===== config.mk =====
export PLATFORM = sky130hd
export DESIGN_NAME = md_issue_ctrl
export DESIGN_NICKNAME = d
export VERILOG_FILES = /design/src/rtl/md_issue_ctrl_pkg.sv /design/src/rtl/md_issue_ctrl_decode.sv /design/src/rtl/md_issue_ctrl.sv
export SDC_FILE = /design/constraint.sdc
export NUM_CORES = 1
export LEC_CHECK = 0
export CORE_ASPECT_RATIO = 1.5
export CORE_MARGIN = 8
export CORE_UTILIZATION = 42
export CTS_BUF_LIST = sky130_fd_sc_hd__clkbuf_8
export DETAILED_ROUTE_END_ITERATION = 8
export PLACE_DENSITY = 0.83
export SETUP_SLACK_MARGIN = 0.2
export SLEW_MARGIN = 20
export SYNTH_ARGS = -nofsm -noshare
export SYNTH_HDL_FRONTEND = slang
export SYNTH_HIERARCHICAL = 1
export SYNTH_SLANG_ARGS = --single-unit

===== constraint.sdc =====
create_clock -name clk -period 2.28 [get_ports clk]
set_input_delay 0.228 -clock clk [delete_from_list [all_inputs] [get_ports clk]]
set_output_delay 0.228 -clock clk [all_outputs]
set_load 0.02 [all_outputs]

===== src/rtl/md_issue_ctrl_pkg.sv =====
`default_nettype none
// +------------------------------------------------------------------+
// | md_issue_ctrl_pkg                                                |
// | MD op codes, controller state encodings and decode record type.  |
// | Revision: 1.0                                                    |
// +------------------------------------------------------------------+
package md_issue_ctrl_pkg;

  localparam logic [3:0] c_MD_MULT  = 4'd0;
  localparam logic [3:0] c_MD_MULTU = 4'd1;
  localparam logic [3:0] c_MD_DIV   = 4'd2;
  localparam logic [3:0] c_MD_DIVU  = 4'd3;
  localparam logic [3:0] c_MD_MTHI  = 4'd4;
  localparam logic [3:0] c_MD_MTLO  = 4'd5;
  localparam logic [3:0] c_MD_MFHI  = 4'd6;
  localparam logic [3:0] c_MD_MFLO  = 4'd7;

  localparam logic [1:0] c_UNIT_NONE = 2'd0;
  localparam logic [1:0] c_UNIT_MUL  = 2'd1;
  localparam logic [1:0] c_UNIT_DIV  = 2'd2;

  localparam logic [1:0] c_ST_IDLE  = 2'd0;
  localparam logic [1:0] c_ST_ISSUE = 2'd1;
  localparam logic [1:0] c_ST_BUSY  = 2'd2;

  typedef struct packed {
    logic       is_start;
    logic       is_mthi;
    logic       is_mtlo;
    logic [1:0] in_op;
    logic       in_sign;
  } md_dec_t;

endpackage
`default_nettype wire


===== src/rtl/md_issue_ctrl_decode.sv =====
`default_nettype none
// +------------------------------------------------------------------+
// | md_issue_ctrl_decode                                             |
// | Combinational MD op-code decode; unknown codes decode to no-op.  |
// | Revision: 1.0                                                    |
// +------------------------------------------------------------------+
module md_issue_ctrl_decode
  import md_issue_ctrl_pkg::*;
(
  input  logic [3:0] i_op,
  output md_dec_t    o_dec
);

  always_comb begin
    o_dec = '0;
    case (i_op)
      c_MD_MULT: begin
        o_dec.is_start = 1'b1;
        o_dec.in_op    = c_UNIT_MUL;
        o_dec.in_sign  = 1'b1;
      end
      c_MD_MULTU: begin
        o_dec.is_start = 1'b1;
        o_dec.in_op    = c_UNIT_MUL;
      end
      c_MD_DIV: begin
        o_dec.is_start = 1'b1;
        o_dec.in_op    = c_UNIT_DIV;
        o_dec.in_sign  = 1'b1;
      end
      c_MD_DIVU: begin
        o_dec.is_start = 1'b1;
        o_dec.in_op    = c_UNIT_DIV;
      end
      c_MD_MTHI: o_dec.is_mthi = 1'b1;
      c_MD_MTLO: o_dec.is_mtlo = 1'b1;
      default:   o_dec = '0;
    endcase
  end

endmodule
`default_nettype wire


===== src/rtl/md_issue_ctrl.sv =====
`default_nettype none
// +------------------------------------------------------------------+
// | md_issue_ctrl                                                    |
// | Sequences MD requests into the handshaked mul/div unit; owns HI/LO.|
// | Revision: 1.0                                                    |
// +------------------------------------------------------------------+
module md_issue_ctrl
  import md_issue_ctrl_pkg::*;
#(
  parameter int DATA_W = 32
) (
  input  logic              clk,
  input  logic              reset,
  input  logic              req_valid,
  input  logic [3:0]        req_op,
  input  logic [DATA_W-1:0] req_src0,
  input  logic [DATA_W-1:0] req_src1,
  input  logic              flush,
  output logic              req_ready,
  output logic              stall,
  output logic [DATA_W-1:0] hi_out,
  output logic [DATA_W-1:0] lo_out,
  output logic              md_in_valid,
  input  logic              md_in_ready,
  output logic [1:0]        md_in_op,
  output logic              md_in_sign,
  output logic [DATA_W-1:0] md_src0,
  output logic [DATA_W-1:0] md_src1,
  input  logic              md_out_valid,
  output logic              md_out_ready,
  input  logic [DATA_W-1:0] md_res0,
  input  logic [DATA_W-1:0] md_res1
);

  logic [1:0]        r_state;
  logic [1:0]        w_next;
  md_dec_t           w_dec;
  logic              w_take;
  logic [DATA_W-1:0] r_hi;
  logic [DATA_W-1:0] r_lo;
  logic [DATA_W-1:0] r_src0;
  logic [DATA_W-1:0] r_src1;
  logic [1:0]        r_op;
  logic              r_sign;

  md_issue_ctrl_decode u_decode (
    .i_op  (req_op),
    .o_dec (w_dec)
  );

  // A flushed request never counts as taken, so it neither starts nor writes.
  assign w_take = req_valid & ~flush & (r_state == c_ST_IDLE);

  always_ff @(posedge clk or negedge reset) begin
    if (!reset) r_state <= c_ST_IDLE;
    else        r_state <= w_next;
  end

  always_comb begin
    w_next = r_state;
    case (r_state)
      c_ST_IDLE:  if (w_take && w_dec.is_start) w_next = c_ST_ISSUE;
      c_ST_ISSUE: if (md_in_ready)              w_next = c_ST_BUSY;
      c_ST_BUSY:  if (md_out_valid)             w_next = c_ST_IDLE;
      default:                                  w_next = c_ST_IDLE;
    endcase
  end

  always_comb begin
    req_ready    = 1'b0;
    md_in_valid  = 1'b0;
    md_out_ready = 1'b0;
    case (r_state)
      c_ST_IDLE:  req_ready    = 1'b1;
      c_ST_ISSUE: md_in_valid  = 1'b1;
      c_ST_BUSY:  md_out_ready = 1'b1;
      default:    req_ready    = 1'b0;
    endcase
  end

  assign stall = req_valid & ~req_ready & ~flush;

  always_ff @(posedge clk or negedge reset) begin
    if (!reset) begin
      r_src0 <= '0;
      r_src1 <= '0;
      r_op   <= c_UNIT_NONE;
      r_sign <= 1'b0;
    end else if (w_take && w_dec.is_start) begin
      r_src0 <= req_src0;
      r_src1 <= req_src1;
      r_op   <= w_dec.in_op;
      r_sign <= w_dec.in_sign;
    end
  end

  // Unit results win over nothing: mthi/mtlo can only land while IDLE.
  always_ff @(posedge clk or negedge reset) begin
    if (!reset) begin
      r_hi <= '0;
      r_lo <= '0;
    end else if (r_state == c_ST_BUSY && md_out_valid) begin
      r_hi <= md_res1;
      r_lo <= md_res0;
    end else if (w_take) begin
      if (w_dec.is_mthi) r_hi <= req_src0;
      if (w_dec.is_mtlo) r_lo <= req_src0;
    end
  end

  assign hi_out     = r_hi;
  assign lo_out     = r_lo;
  assign md_src0    = r_src0;
  assign md_src1    = r_src1;
  assign md_in_op   = r_op;
  assign md_in_sign = r_sign;

endmodule
`default_nettype wire


Yosys cells after proc, flatten, opt, wreduce, memory -nomap -nowiden
Cells that the tools add are included.
{"block": "word_totals", "regBits": 133, "output_inout_bits": 135, "input_bits": 138}
{"block": "op_classes", "eq_ne": 10, "reduce_logical": 14, "n_bitwise": 6, "n_mux": 18}
{"cell": "$mux W32", "count": 6}
{"cell": "$eq A4 B2 Y1 const B", "count": 2}
{"cell": "$eq A4 B3 Y1 const B", "count": 2}
{"cell": "$mux W1", "count": 7}
{"cell": "$mux W2", "count": 3}
{"cell": "$pmux W2 S3", "count": 1}
{"cell": "$reduce_bool A2 Y1", "count": 3}
{"cell": "$reduce_or A2 Y1", "count": 3}
{"cell": "$and A1 B1 Y1", "count": 4}
{"cell": "$eq A4 B1 Y1 const B", "count": 1}
{"cell": "$logic_not A4 Y1", "count": 1}
{"cell": "$ne A2 B2 Y1 const B", "count": 2}
{"cell": "$pmux W2 S2", "count": 1}
{"cell": "$reduce_and A2 Y1", "count": 2}
{"cell": "$reduce_or A4 Y1", "count": 1}
{"cell": "$reduce_and A3 Y1", "count": 1}
{"cell": "$eq A2 B1 Y1 const B", "count": 1}
{"cell": "$eq A2 B2 Y1 const B", "count": 1}
{"cell": "$logic_and A1 B1 Y1", "count": 2}
{"cell": "$logic_not A2 Y1", "count": 1}
{"cell": "$ne A2 B1 Y1 const B", "count": 1}
{"cell": "$not A1 Y1", "count": 2}

Longest topological paths before layout
{"block": "depth", "ltp_word": 6, "ltp_mapped": 6, "mapped_depth_nobuf": 4}

Modules after synthesis
Netlist, hierarchy kept.
{"module": "md_issue_ctrl", "area_per_inst_um2": 5576.6, "instances": 1, "cells_each": 384}
{"module": "md_issue_ctrl_decode", "area_per_inst_um2": 48.8, "instances": 1, "cells_each": 6}

Worst setup path before layout
OpenSTA, ideal clock, no wires.
{"block": "synth_path", "path_kind": "register to register", "from": "register r_state[1]", "to": "register r_src1[21], in the netlist md_src1[21]", "setup_time_ps": 125, "t_required_ps": 2155, "n_path_buf": 3, "setup_slack_ps": 532, "stages_incl_launch_ff": 7, "t_arrival_ps": 1623, "path_cell_list": "dfrtp_1 -> buf_2 -> nor4b_4 -> nand2_2 -> buf_6 -> buf_6 -> mux2_4"}
{"block": "synth_between", "elab_chain_len": 3}
{"element": "start, declared", "line": "md_issue_ctrl.sv:35", "source": "logic [1:0] r_state;"}
{"element": "start signal, assigned", "line": "md_issue_ctrl.sv:55", "source": "if (!reset) r_state <= c_ST_IDLE;"}
{"element": "start signal, assigned", "line": "md_issue_ctrl.sv:56", "source": "else r_state <= w_next;"}
{"element": "$logic_not A2 Y1", "line": "md_issue_ctrl.sv:52", "source": "assign w_take = req_valid & ~flush & (r_state == c_ST_IDLE);"}
{"element": "$and A1 B1 Y1", "line": "md_issue_ctrl.sv:52"}
{"element": "$logic_and A1 B1 Y1", "line": "md_issue_ctrl.sv:89", "source": "end else if (w_take && w_dec.is_start) begin"}
{"element": "end signal, assigned", "line": "md_issue_ctrl.sv:91", "source": "r_src1 <= req_src1;"}
{"element": "end, declared", "line": "md_issue_ctrl.sv:42", "source": "logic [DATA_W-1:0] r_src1;"}
Every way passes these cells.
A chain may end at the register's enable or synchronous reset.

Worst setup path in the final report
{"block": "layout_path", "from": "register r_state[0]", "to": "register r_lo[0], in the netlist lo_out[0]"}
{"block": "layout_between", "elab_chain_len": 4, "word_cells_on_any_way": 8}
{"element": "$eq A2 B2 Y1 or $logic_not A2 Y1 (tied branches)", "line": "md_issue_ctrl.sv:102, md_issue_ctrl.sv:52"}
{"element": "$logic_and A1 B1 Y1 or $and A1 B1 Y1 (tied branches)", "line": "md_issue_ctrl.sv:102, md_issue_ctrl.sv:52"}
{"element": "$reduce_bool A2 Y1 (no line)"}
{"element": "$reduce_and A2 Y1 (no line)"}
{"element": "end signal, assigned", "line": "md_issue_ctrl.sv:104", "source": "r_lo <= md_res0;"}
{"element": "end signal, assigned", "line": "md_issue_ctrl.sv:107", "source": "if (w_dec.is_mtlo) r_lo <= req_src0;"}
{"element": "end, declared", "line": "md_issue_ctrl.sv:40", "source": "logic [DATA_W-1:0] r_lo;"}
Parallel ways exist; a longest one is shown, timed or not.

==> impl_metrics.toml <==
[status]
run_status = "complete, no violations"

[route]
route.detailed.drc = 0
routedWlPerCell_um = 24.5
vias = 4857
viasPerCell = 5.77
antenna_left = 0
dr.pass1.iters = 5
wirelength_mm = 20.6
drt-initial-drc-count = 202

[floorplanning]
start_util_pct = 42.4
die_w_um = 110
rows = 52
pin_count = 273
fp.dieArea_mm2 = 0.0174
coreArea_mm2 = 0.0133
dieHeight_um = 158

[synthesis]
synthAdderAreaFrac_pct = 0
synth_seq_cells = 133
synth_common_cells = "dfrtp_1, a221o_1, mux2_2"
mappedNetlistNets = 528
synth_top_family_by_area = "compound AO/OA/AOI/OAI gates"
syn_area_mm2 = 0.00563
synthCells = 390
synth_ff_type = "dfrtp_1"
synth.most_common_cell = "dfrtp_1"
synthSimpleGateAreaFrac_pct = 6.23
synth_top_area_share_pct = 59.2
postSynth.asyncResetShare_pct = 100
synth_compound_area_share_pct = 16.8
yosys-mux-area-fraction_pct = 14.7
ys_seq_area_share_pct = 59.2
syn_avg_cell_area_um2 = 14.4
synth_xor_xnor_area_share_pct = 0
ys.warnings.count = 6
synth_cell_types = 30
yosysTopAreaCell = "dfrtp_1"
synth_area_leaders = "dfrtp_1, a221o_1, mux2_2"
synth_edf_count = 0

[sta]
whs_ns = 0.312
slew_headroom_pct = 33.7
setup_viol = 0
fin_crit_sh_pct = 89.3
tightest_slew_ns = 0.995
clock_skew_ns = 0.00724
maxSlewViolCount = 0
period_minus_slack_ns = 2.04
max_clock_freq_ghz = 0.491
hold_violations = 0
rsz0062_at_grt = "no"

[critical_path]
arrival_ns = 2.39
crit_fanout = 16
max_stage_delay_ns = 0.74
cp_slowest_cell = "a21oi_2"
required_ns = 2.64
worstPathCellList = "buf_4 -> and3b_2 -> a21oi_2 -> a221o_1"
critPathKind = "flop to flop"
critical-path-top-delay-family = "compound AO/OA/AOI/OAI gates"
end_kind = "flop"
worstPathBufferInverterCount = 1
cp-start-kind = "flop"

[pwr]
p_leak_nw = 3.98
ir_worst_vdd_v = 0.000538
powerDensity_mw_per_mm2 = 1140

[clock_tree]
htree_levels = 4
clk_latency_ns = 0.43
clk_pin_slew_ns = 0.08
cts_buffer_depth = 2
cts-buffers-inserted = 17
cts_tree = "built"
cts_root_buf = "clkbuf_8"
cts_sinks = 133

[global_routing]
antenna_found_initial = 0
grt_pass1_vias = 5303
grt_usage_pct = 23.3
grt_pass1_wl_mm = 31.7
grt_overflow = 0
grt_max_degree = 52

[min_path]
min_path_type = "input port to asynchronous set/reset pin"

[flow_run]
maxCapViolations = 0

[final_layout]
nets = 805
final_cells = 842
layout-drive-gt1-share_pct = 18.7
syn_to_final_growth_pct = 60.1
antenna_cells = 0

[place]
gp_congestion = 0.818
io_buffers = 272
dp_cells = 806
place.detailed.hpwl_mm = 15.4
what timing repair did:
action / in CTS / in global routing
gates cloned: 0 / 1
gates resized for setup: 4 / 0
setup buffers: 0 / 2
hold buffers: 1 / 0
pin swaps: 0 / 1
endpoints found under the hold margin: 48 / 0
setup endpoints to repair: 29 / 29
final timing paths:
path	start	endpoint	slack, ns	cells after the start
min reg2reg	md_src0[26]$_DFFE_PN0P_	md_src0[26]$_DFFE_PN0P_	0.50	1
max in group asynchronous	reset	lo_out[30]$_DFFE_PN0P_	1.30	3
max	r_state[0]$_DFFE_PN0P_	lo_out[0]$_DFFE_PN0P_	0.24	4
min	reset	md_src1[0]$_DFFE_PN0P_	0.31	2
min in group clk	md_in_ready	r_state[0]$_DFFE_PN0P_	0.41	2
max reg2reg	r_state[0]$_DFFE_PN0P_	lo_out[0]$_DFFE_PN0P_	0.24	4
metrics by stage:
step	total power (W)	TNS (ns)	worst slack (ns)	area (um^2)	util (%)
floorplan	0.00572	0	0.532	5630	-
global placement	0.00807	0	0.0778	8560	64.5
detailed placement	0.00823	-0.326	-0.0337	8560	64.5
CTS	0.0103	0	0.235	8980	67.7
global route	0.0107	0	0.209	9010	67.9
finish	0.0103	0	0.244	9010	67.9
cell usage in the layout, fill, tap and decap left out, types with 4 or more instances in the layout:
| cell | n |
|---|---|
| clkdlybuf4s50_1 | 269 |
| dfrtp_1 | 131 |
| and3_1 | 32 |
| a221o_1 | 62 |
| mux2_4 | 19 |
| inv_6 | 4 |
| inv_1 | 5 |
| a22o_1 | 31 |
| mux2_2 | 48 |
| clkbuf_8 | 17 |
| buf_4 | 16 |
layout make-up:
class	instances	area [um^2]
Fill cell	966	4260
Sequential cell	133	3330
Timing Repair Buffer	291	2890
Multi-Input combinational cell	220	2160
Clock buffer	17	234
Tap cell	162	203
Clock inverter	15	178
Inverter	4	15.0
kinds of logic after synthesis:
kind of cell           after synthesis
buffers and inverters               38
flip-flops                         133
multiplexers                        67
AO/OA/AOI/OAI                      101
AND/OR/NAND/NOR                     51
power breakdown:
group          internal, W  total [W]  switching [W]
registers          0.00320    0.00379       0.000596
logic              0.00237    0.00439        0.00202
clock network      0.00109    0.00207       0.000976
total              0.00666     0.0103        0.00359
state kept, by name, summed over array words and instances (netlist names):
register / flops
md_in_op: 2
r_state: 2
md_src0: 32
md_in_sign: 1
hi_out: 32
md_src1: 32
lo_out: 32
layer usage:
metal	vias to the layer above	routed length [um]	track usage, %	part of all wire (%)
met5	-	0	0	0
met2	269	10900	40.7	53
met4	0	745	10.7	3.6
met3	47	1600	7.28	7.8
li1	2096	-	-	-
met1	2445	7390	25.2	36
No activity file was read; power rests on OpenSTA's default activity.
==> patch 1: new RTL, config.mk and constraints unchanged <==
Reset style: synchronous (`reset`), changed in 3 clocked blocks.
--- a/src/rtl/md_issue_ctrl.sv
+++ b/src/rtl/md_issue_ctrl.sv
@@ -51,7 +51,7 @@
   // A flushed request never counts as taken, so it neither starts nor writes.
   assign w_take = req_valid & ~flush & (r_state == c_ST_IDLE);
 
-  always_ff @(posedge clk or negedge reset) begin
+  always_ff @(posedge clk) begin
     if (!reset) r_state <= c_ST_IDLE;
     else        r_state <= w_next;
   end
@@ -80,7 +80,7 @@
 
   assign stall = req_valid & ~req_ready & ~flush;
 
-  always_ff @(posedge clk or negedge reset) begin
+  always_ff @(posedge clk) begin
     if (!reset) begin
       r_src0 <= '0;
       r_src1 <= '0;
@@ -95,7 +95,7 @@
   end
 
   // Unit results win over nothing: mthi/mtlo can only land while IDLE.
-  always_ff @(posedge clk or negedge reset) begin
+  always_ff @(posedge clk) begin
     if (!reset) begin
       r_hi <= '0;
       r_lo <= '0;
Formal check against the unedited RTL: differs if reset is asserted again (counterexample within 4 cycles, from zero or initial values and one cycle with reset low); with reset held inactive, the same outputs for 4 cycles.
==> patch 1 against the unedited design <==
  * Register-to-register slack improved by 0.29 ns
  * Maximum frequency increased by 3.1%
  * Sequential cell count unchanged
  * Design area decreased by 4.4%
  * Global-route usage increased by 2.4 points
  * Area after synthesis decreased by 4.1%
  * Wire length increased by 9.1%
  * Worst setup slack improved by 0.060 ns
Power is not compared: it rests on default switching activity, and its combinational part moved more than twofold at a synthesized area within 25%.
==> patch 1: results (changes against the unedited design) <==
* Status: completed
* Slew at the pin closest to its max-slew limit at 0.687 ns (-0.308 ns)
* R2R setup slack at 0.53 ns (+0.29 ns)
* Total inserted antenna cells at 0 (unchanged)
* Final WL at 22.5 mm (+9.1%)
* Async S/R FF share, synth at 0 (-1.00)
* Clk_lat worst skew at 0.43 ns (about the same)
* Maximum VDD drop at between 0.3 and 0.4 mV
* Syn Nets at 770 (+46%)
* Initial antenna violation count at 0 (unchanged)
* Synthesis Warnings at 6 (unchanged)
* Largest net degree at the start of global routing at 81 (+56%)
* Final Skew at 0.0116 ns (+0.00433 ns)
* NumNets Final at 1000 (+24%)
* CP max FO at 9 (-7)
* Share of layout cells above drive strength 1 at 0.0721 (-0.115)
* First-pass GRT wire length at 34.5 mm (+8.8%)
* Dominant cells by area after synthesis: dfxtp_1 49%, a32oi_1 10%, o22ai_1 7.4%
* Root Buffer: clkbuf_8
* Post-layout worst setup margin at 0.304 ns (+0.0604 ns)
* Place WS at 0.141 ns (+0.175 ns)
* Main synth FF type: dfxtp_1
* DRC Markers at 0 (unchanged)
* Beginning of the critical path: r_state[1]
* H-tree depth at 4 (unchanged)
* Hold path start: reset
* Most frequent cells after synthesis: 133 x dfxtp_1, 69 x a21oi_1, 67 x nand3_1, 67 x o21ai_1, 65 x nand2_1
* GRT Resource Usage Total at 0.257 (+0.0243)
* WHS at 0.280 ns (-0.0323 ns)
* Vias at 6193 (+28%)
* DP HPWL at 15.8 mm (+2.7%)
* Slowest CP cell: clkdlybuf4s50_1
* Pleak at between 2 and 3 nW
* Final setup vio count at 0 (unchanged)
* Worst Hold Class: input pin to flop
* CTS Buf Count at 17 (unchanged)
* DP Area at 8220 µm² (-4.0%)
* CP arrival at 1.75 ns (-0.64 ns)
* I/O Buffers at 272 (unchanged)
* Via-to-Cell Ratio at 6.01 (+4.2%)
* 1st-iter DRT viols at 396 (+96%)
* Longest Clk Path Bufs at 2 (unchanged)
* Synth Area per Inst at 8.54 µm² (-41%)
* Seq/Total Area, Yosys at 0.494 (-0.0981)
* Clock slew at reported path FFs at 0.08 ns (about the same)
* Max incr delay on CP at 0.65 ns (-0.09 ns)
* Largest delay share family, worst path: buffers and inverters
* Sw power at approximately 1.3 mW
* Unique masters post-synth at 25 (-17%)
* Vias in the first global route at 6367 (+20%)
* Drt pass-1 iters at 5 (unchanged)
* GP Congestion at 0.813 (-0.65%)
-- patch 1: cell types whose count changed after synthesis, moves of 64 or more --
cell,before,now
dfrtp_1,133,0
dfxtp_1,0,133
nand3_1,0,67
o21ai_1,0,67
a21oi_1,4,69
a32oi_1,0,64
o22ai_1,0,64
-- patch 1: layout make-up --
class                      count  area, µm²
sequential                   133       2670
timing repair buffer         291       2930
tap                          156        195
clock inverter                13        134
inverter                       4       17.5
multi-input combinational    415       2420
clock buffer                  18        248
fill                        1006       3900
-- patch 1: logic make-up (layout without fill, tap and decap cells) --
| family | count (synthesis) | after routing | share of synthesized area |
|---|---|---|---|
| AOI/OAI and AO/OA | 266 | 266 | 0.307 |
| and+or+nand+nor | 149 | 149 | 0.134 |
| buffers and inverters | 84 | 326 | 0.0652 |
| DFF | 133 | 133 | 0.494 |
-- patch 1: worst paths after layout --
kind                  endpoint  depth (start not counted)
setup / recovery  md_out_ready                          2
hold reg to reg     hi_out[30]                          2
hold / removal     md_src0[11]                          3
setup reg to reg   md_src0[14]                          4
-- patch 1: per-layer routing --
metal,vias up,track usage,part of all wire
met1,2921,0.280,0.35
met4,0,0.164,0.053
met3,76,0.0682,0.089
met5,-,0,0
li1,2837,-,-
met2,359,0.427,0.50
-- patch 1: repair_timing --
| item | CTS | global route |
|---|---|---|
| setup buffers | 0 | 0 |
| endpoints found under the setup margin | 3 | 2 |
| gates resized for setup | 2 | 2 |
-- patch 1: power groups by stage --
stage	combinational, mW	clock (mW)	sequential [mW]
finish	0.687	1.94	2.38
global route	0.720	2.07	2.38
CTS	0.682	1.96	2.38
detailed placement	0.676	0	2.43
global placement	0.662	0	2.43
floorplan	0.211	0	2.47
==> patch 2: new RTL, same flow settings <==
Made on the original files. Set the parameter `DATA_W` to 48 (it was 32).
--- a/src/rtl/md_issue_ctrl.sv
+++ b/src/rtl/md_issue_ctrl.sv
@@ -7,7 +7,7 @@
 module md_issue_ctrl
   import md_issue_ctrl_pkg::*;
 #(
-  parameter int DATA_W = 32
+  parameter int DATA_W = 48
 ) (
   input  logic              clk,
   input  logic              reset,
Interface: changed (8 resized); port bits go from 273 to 401. The function was not compared with the original's and may differ.
==> patch 2 against the unedited design <==
  * Maximum frequency is 4.2% higher
  * Total power increased by 41%
  * Via count rose by 43%
  * Design area up 49%
  * Sequential share of layout area down 0.26 points
  * Combinational power up 54%
  * Wire length rose by 51%
  * Hold slack improved by 0.019 ns
  * Core utilization shrank 1.6 points
  * Worst setup slack gained 0.083 ns
  * Non-clock buffer count is 148 higher
  * Area after synthesis is 53% higher
  * Sequential cell count is 64 higher
  * Critical path type is now flop to primary output
==> patch 2: results (changes against the unedited design) <==
* CP arrival at 1.73 ns (-0.66 ns)
* R2R setup slack at 0.33 ns (+0.08 ns)
* Syn Nets at 770 (+46%)
* Fillers at 1469 (+52%)
* Placed insts at 1214 (+51%)
* Place WS at -0.141 ns (-0.107 ns)
* Longest Clk Path Bufs at 2 (unchanged)
* Vias at 6939 (+43%)
* First-pass GRT wire length at 46.7 mm (+47%)
* Crit path time final at 1.95 ns (-0.0827 ns)
* Total inserted antenna cells at 0 (unchanged)
* Synth Area per Inst at 15.1 µm² (+4.7%)
* Compound-Gate Fraction of Synth Area at 0.164 (-0.00408)
* I/O Buffers at 400 (+47%)
* Pleak at 6.16 nW (+55%)
* Met2 GRT Util at 0.404 (-0.00287)
* Worst Setup EP: md_out_ready
* Clk_lat worst skew at 0.47 ns (+0.04 ns)
* Seq/Total Area, Yosys at 0.575 (-0.0170)
* Worst r2r dst: hi_out[13]
* Clock slew at reported path FFs at 0.10 ns (+0.02 ns)
* Largest delay share family, worst path: buffers and inverters
* GRT Resource Usage Total at 0.241 (+0.00838)
* Wire per inst at 24.9 µm (+1.6%)
* Maximum VDD drop at 0.675 mV (+26%)
* Top routing layer used: met4
* Routed wl met2 at 15.7 mm (+44%)
* Met3 Track Usage GR at 0.0708 (-0.00206)
* Reg2reg path depth at 6 (+2)
* Max-slew headroom at 0.584 (+0.247)
* Share of layout cells above drive strength 1 at 0.178 (-0.00910)
* GP Congestion at 0.828 (+1.2%)
* Dominant cells by area after synthesis: dfrtp_1 57%, mux2_4 17%, a221o_1 11%
* Max incr delay on CP at 0.65 ns (-0.09 ns)
* 1st-iter DRT viols at 437 (+120%)
* Post-synthesis mux area share at 0.173 (+0.0265)
* CP max FO at 5 (-11)
* Vias in the first global route at 7491 (+41%)
* Via-to-Cell Ratio at 5.56 (-3.7%)
* Final Skew at 0.0161 ns (+0.00890 ns)
* Critical setup path kind: flop to primary output
* DP HPWL at 23.4 mm (+52%)
* Slowest CP cell: clkdlybuf4s50_1
* Most frequent cells after synthesis: 197 x dfrtp_1, 99 x mux2_4, 94 x a221o_1, 48 x and3_1, 47 x a22o_1
* Drt pass-1 iters at 5 (unchanged)
* WL met3 at 2.06 mm (+28%)
* Largest net degree at the start of global routing at 72 (+38%)
* WL met1 at 12.2 mm (+65%)
* Status: completed
* Met1 Usage GRT at 0.280 (+0.0279)
-- patch 2: kinds of logic after synthesis --
group,Yosys count
simple gates,67
mux,99
compound gates,149
buf+inv,56
flops,197
-- patch 2: timing repair --
action / CTS / global route
endpoints found under the setup margin: 4 / 3
hold buffers: 1 / 0
resized for setup: 1 / 3
buffers inserted: 4 / 0
hold endpoints to repair: 64 / 0
-- patch 2: through the flow --
step | total power [mW] | TNS, ns | area (µm²) | hold slack (ns)
2_1_floorplan | 8.74 | 0 | 8580 | -0.0676
4_1_cts | 14.6 | 0 | 13400 | 0.309
3_5_place_dp | 12.5 | -5.64 | 13100 | 0.291
3_3_place_gp | 12.4 | -10.05 | 13100 | 0.282
5_1_grt | 15.1 | 0 | 13400 | 0.331
6_report | 14.4 | 0 | 13400 | 0.331
-- patch 2: final cells by class --
type / instances / area [µm²] / share of cell area
clock buffers: 19 / 262 / 0.0195
well taps: 264 / 330 / 0.0246
inverters: 4 / 15.0 / 0.00112
repair buffers: 439 / 4450 / 0.331
flip-flops and latches: 197 / 4930 / 0.367
clock inverters: 11 / 65.1 / 0.00484
multi-input cells: 315 / 3380 / 0.252
-- patch 2: power by group --
group	internal (mW)	switching, mW
clock	0.785	1.21
sequential	4.75	0.905
combinational	3.75	3.04
total	9.28	5.16
-- patch 2: worst min-delay path by stage --
| stage | cells past startpoint | to | slack, ns | start |
|---|---|---|---|---|
| 6_report | 2 | hi_out[44] | 0.33 | reset |
| 5_1_grt | 2 | r_state[0] | 0.33 | md_in_ready |
| 4_1_cts | 2 | r_state[0] | 0.31 | md_in_ready |
| 3_5_place_dp | 1 | md_src1[17] | 0.29 | reset |
| 3_3_place_gp | 1 | md_src1[17] | 0.28 | reset |
| 2_1_floorplan | 0 | hi_out[0] | -0.07 | reset |
